<file path="src/rtl/reg_dump_controller.sv">
// Debug register-bank dump sequencer.
// While the core is halted, walks every register through the bank's port-A
// debug address mux, latches each value and streams it out MSB byte first
// over a single-strobe / single-done transmitter handshake.
module reg_dump_controller #(
    parameter int NB_DATA = 32,
    parameter int NB_REG  = 5,
    parameter int N_REGS  = 32
) (
    input  logic               clock_i,
    input  logic               reset_i,
    input  logic               start_i,
    input  logic               halted_i,
    input  logic               abort_i,
    input  logic [NB_DATA-1:0] data_ra_i,
    output logic               select_debug_or_wireA_o,
    output logic [NB_REG-1:0]  addr_reg_debug_o,
    output logic [7:0]         tx_data_o,
    output logic               tx_start_o,
    input  logic               tx_done_i,
    output logic               busy_o,
    output logic               done_o
);

    localparam int N_BYTES = NB_DATA / 8;
    localparam int NB_BIDX = (N_BYTES > 1) ? $clog2(N_BYTES) : 1;
    localparam logic [NB_BIDX-1:0] LAST_BYTE = NB_BIDX'(N_BYTES - 1);
    localparam logic [NB_REG-1:0]  LAST_REG  = NB_REG'(N_REGS - 1);

    typedef enum logic [2:0] {
        ST_IDLE,
        ST_SELECT,
        ST_LATCH,
        ST_SEND,
        ST_WAIT_TX,
        ST_DONE
    } state_t;

    state_t               r_state;
    state_t               w_next_state;
    logic [NB_REG-1:0]    r_reg_idx;
    logic [NB_BIDX-1:0]   r_byte_idx;
    logic [NB_DATA-1:0]   r_shift;
    logic                 w_accept;
    logic                 w_tx_ack;

    // Dump request only counts while the core is halted.
    assign w_accept = start_i & halted_i;
    // A byte completes only in WAIT_TX, and an abort overrides it.
    assign w_tx_ack = (r_state == ST_WAIT_TX) & tx_done_i & ~abort_i;

    // State register.
    always_ff @(posedge clock_i or negedge reset_i) begin
        if (!reset_i) begin
            r_state <= ST_IDLE;
        end else begin
            r_state <= w_next_state;
        end
    end

    // Register/byte counters and the outgoing shift register.
    always_ff @(posedge clock_i or negedge reset_i) begin
        if (!reset_i) begin
            r_reg_idx  <= '0;
            r_byte_idx <= '0;
            r_shift    <= '0;
        end else begin
            if ((r_state == ST_IDLE) && w_accept) begin
                r_reg_idx  <= '0;
                r_byte_idx <= '0;
            end
            if ((r_state == ST_LATCH) && !abort_i) begin
                r_shift    <= data_ra_i;
                r_byte_idx <= '0;
            end
            if (w_tx_ack) begin
                r_shift <= r_shift << 8;
                if (r_byte_idx != LAST_BYTE) begin
                    r_byte_idx <= r_byte_idx + 1'b1;
                end else if (r_reg_idx != LAST_REG) begin
                    r_reg_idx <= r_reg_idx + 1'b1;
                end
            end
        end
    end

    // Next-state logic; outputs decode from the current state only.
    always_comb begin
        w_next_state            = r_state;
        select_debug_or_wireA_o = 1'b0;
        tx_start_o              = 1'b0;
        tx_data_o               = '0;
        busy_o                  = (r_state != ST_IDLE);
        done_o                  = 1'b0;
        addr_reg_debug_o        = r_reg_idx;

        case (r_state)
            ST_IDLE: begin
                if (w_accept) begin
                    w_next_state = ST_SELECT;
                end
            end
            ST_SELECT: begin
                select_debug_or_wireA_o = 1'b1;
                w_next_state            = ST_LATCH;
            end
            ST_LATCH: begin
                select_debug_or_wireA_o = 1'b1;
                w_next_state            = ST_SEND;
            end
            ST_SEND: begin
                select_debug_or_wireA_o = 1'b1;
                tx_start_o              = 1'b1;
                tx_data_o               = r_shift[NB_DATA-1 -: 8];
                w_next_state            = ST_WAIT_TX;
            end
            ST_WAIT_TX: begin
                select_debug_or_wireA_o = 1'b1;
                tx_data_o               = r_shift[NB_DATA-1 -: 8];
                if (tx_done_i) begin
                    if (r_byte_idx != LAST_BYTE) begin
                        w_next_state = ST_SEND;
                    end else if (r_reg_idx != LAST_REG) begin
                        w_next_state = ST_SELECT;
                    end else begin
                        w_next_state = ST_DONE;
                    end
                end
            end
            ST_DONE: begin
                done_o       = 1'b1;
                w_next_state = ST_IDLE;
            end
            default: begin
                w_next_state = ST_IDLE;
            end
        endcase

        // Abort wins over every transition out of a busy state.
        if (abort_i && (r_state != ST_IDLE)) begin
            w_next_state = ST_IDLE;
        end
    end

endmodule

</file>
<file path="config.mk">
export PLATFORM = sky130hd
export DESIGN_NAME = reg_dump_controller
export DESIGN_NICKNAME = d
export VERILOG_FILES = /design/src/rtl/reg_dump_controller.sv
export SDC_FILE = /design/constraint.sdc
export NUM_CORES = 1
export LEC_CHECK = 0
export ABC_AREA = 1
export BUFFER_PORTS_ARGS = -buffer_cell sky130_fd_sc_hd__buf_2
export CAP_MARGIN = 20
export CORE_AREA = 2 2 68 70
export CTS_BUF_LIST = sky130_fd_sc_hd__clkbuf_16
export DETAILED_ROUTE_END_ITERATION = 6
export DIE_AREA = 0 0 70 72
export GPL_TIMING_DRIVEN = 0
export HOLD_SLACK_MARGIN = 0.08
export PLACE_DENSITY = 0.76
export SLEW_MARGIN = 20
export SYNTH_ARGS = -nofsm -noshare
export SYNTH_HDL_FRONTEND = slang
export SYNTH_SLANG_ARGS = --single-unit
export TNS_END_PERCENT = 50
</file>
<file path="constraint.sdc">
create_clock -name clock_i -period 1.9 [get_ports clock_i]
set_input_delay 0.19 -clock clock_i [delete_from_list [all_inputs] [get_ports clock_i]]
set_output_delay 0.19 -clock clock_i [all_outputs]
set_load 0.05 [all_outputs]
</file>
==> metrics.txt <==
routed len/inst roughly 14 um; class of the tightest hold or removal check in -> async; final-report setup violation count 0; number of storage elements in the synthesis netlist 42; status complete, no violations; x dimension of the die approximately 70 um; overall routing resource usage 0.230; floorplan die height just over 70 um; combined flip-flop and latch cell area between 0.001 and 0.0015 sq mm; post-route minimum period between 1.5 and 2 ns; post-synthesis to final-layout area growth 29.0%; Int Pwr 2300 uW; root buffer cell clkbuf_16; kind of launch point of the worst setup path register; post-synthesis sequential area ratio 0.487; final total negative setup slack 0 ns; share of final-layout standard cells stronger than drive strength 1 0.287; # rows 24; count of warnings emitted by yosys 0; # port buffers 54; Std-Cell Core Area 0.00426 sq mm; maximum net fanout on the critical path 4; ratio of final minimum period to clock period 0.939; final hold violations 0; most frequent cells in the layout 93 x nand3_1, 58 x nand2_1, 54 x buf_2; remaining routing DRC violations 0; DR vias ~2100; antenna-violating nets left 0; GP Congestion 0.864; antenna violations before repair 0; mean post-synth cell area 7.91 sq um; number of top-level design ports between 50 and 60; transition at the pin with the smallest max-transition slack approximately 0.9 ns; share of power burned in registers 0.385; DRC violation total after the first TritonRoute iteration 170; setup repair after global routing missed its margin no; combinational power share 0.362; net count of the mapped netlist 314; CP arrival around 1.6 ns; Synth top area share 0.487; buffers from clock root to sink, at most 2; register clock-pin slew on the reported worst setup and hold paths about 0.06 ns; vias in the first global route about 1900; max-slew headroom at the worst pin 0.385; clock tree from TritonCTS done; switching power of the nets around 1400 uW; Setup Skew just under 0.002 ns; worst skew pair latency around 0.28 ns; post-layout power ~3700 uW; global route overflow 0; count of mapped cells out of synthesis around 270; initial core utilization 0.506; number of nets in the layout around 380; TritonCTS Buffers 5; DR pass1 iterations 4; global-route wire length before repair 8970 um; Clk pwr share 0.253; Max H-tree Level 2; post-synthesis instance area 0.00216 sq mm; Max IR drop VDD between 500 and 600 uV; post-DR vias/cell around 5.3; Sinks on Clock Net 42; Highest Clock Rate around 0.56 GHz; area of the multi-input gates ~0.001 sq mm; layout filler cell count around 370; launch point of the worst path r_state[0]$_DFFE_PN0P_; max-slew violation count 0; share of total power consumed by net switching 0.375; dpl hpwl ~3700 um; full die area 0.00504 sq mm; Setup crit end kind primary output; largest net degree at the start of global routing 43; final wirelength about 5400 um; number of diodes added for antenna fixing 0; most frequent standard cell in the layout excluding fill and tap cells nand3_1; Max Cap Violations 0; total leakage power between 0.001 and 0.0015 uW; most area-consuming cells after synthesis dfrtp_1 49%, nand3_1 22%, nand2_1 10%; number of library cell types mapped by synthesis 21; launch instance of the worst register-to-register path addr_reg_debug_o[0]$_DFF_PN0_; start-to-end type of the worst setup path reg -> out; data required time at the worst endpoint around 1.7 ns; pwr/cell area between 1000 and 1500 mW/mm^2; cell taking the most area after synthesis dfrtp_1
==> stage by stage <==
stage / util / worst slack (ns) / cell area, sq um / std cells / hold WS (ns)
3_5_place_dp: 0.602 / 0.0719 / 2560 / 379 / 0.384
6_report: 0.653 / 0.117 / 2790 / 390 / 0.0424
4_1_cts: 0.645 / 0.0119 / 2750 / 386 / 0.0861
2_1_floorplan: - / 0.00578 / 2230 / 273 / -0.106
3_3_place_gp: 0.602 / 0.0771 / 2560 / 379 / 0.378
5_1_grt: 0.653 / 0.0348 / 2790 / 390 / 0.127
==> repair_timing <==
item | 4_1_cts | 5_1_grt
setup buffers | 0 | 3
resized for setup | 10 | 4
hold buffers | 0 | 0
cloned | 0 | 1
pin swaps | 1 | 1
setup endpoints to repair | 9 | 14
==> area by class of cell <==
class | count | area share
tap | 52 | 0.0234
multi-input combinational | 195 | 0.364
timing repair inverter | 1 | 0.00180
clock inverter | 2 | 0.0121
clock buffer | 5 | 0.0449
inverter | 20 | 0.0288
sequential | 42 | 0.378
timing repair buffer | 57 | 0.113
buffer | 16 | 0.0337
==> cell families after synthesis <==
family | after synthesis | share of synthesized area
AO/OA/AOI/OAI | 12 | 0.0290
XOR/XNOR | 1 | 0.00406
adder cells (fa/ha/maj) | 3 | 0.0174
buffers and inverters | 36 | 0.0783
flip-flops | 42 | 0.487
AND/OR/NAND/NOR | 179 | 0.384
==> power groups by stage <==
stage / sequential (uW) / clock (uW) / combinational, uW
after floorplan: 1380 / 0 / 979
after global placement: 1410 / 0 / 1210
after detailed placement: 1420 / 0 / 1230
after CTS: 1410 / 947 / 1270
after global routing: 1460 / 979 / 1490
final: 1420 / 932 / 1330
==> critical path: stages (launching register included) <==
cell and delay, ns:
dfrtp_2 0.45, nor2_4 0.16, nand2_2 0.11, nand2_2 0.14, clkinv_2 0.15, nor2_4 0.10
buf_4 0.19
==> Yosys cell counts <==
cell type  number
a21oi_1         8
nand4_1         3
o211ai_1        1
nand2_2         2
and3_1          1
buf_1           1
dfrtp_1        42
ha_1            3
nor2_1         15
nand2_1        60
buf_6           3
nand3_1        93
buf_2           9
clkinv_1        1
nor2_2          1
inv_1          19
nor2_4          3
o21ai_0         3
nor3_1          1
clkbuf_1        3
xnor2_1         1
==> registers in the layout (all words and copies together), names as in the netlist <==
register and flops:
addr_reg_debug_o 5, r_shift 32, r_state 3, r_byte_idx 2
==> layer usage <==
layer  track usage  vias up  wire, um
met2         0.371       67      2600
met1         0.311      956      2320
li1              -     1038         -
met5             0        -         0
met3        0.0486        4       372
met4        0.0791        0        69
==> path summary, 6_finish.rpt <==
kind / to / slack, ns / cells past startpoint
setup / recovery: tx_data_o[2] / 0.12 / 6
hold / removal: addr_reg_debug_o[4]$_DFF_PN0_ / 0.04 / 1
setup reg to reg: addr_reg_debug_o[3]$_DFF_PN0_ / 0.13 / 7
hold reg to reg: r_shift[13]$_DFFE_PN0P_ / 0.49 / 2
max in group asynchronous: r_state[1]$_DFFE_PN0P_ / 1.22 / 1
min in group clock_i: r_shift[12]$_DFFE_PN0P_ / 0.15 / 3
Note: power is estimated with default switching activity, not from simulation.
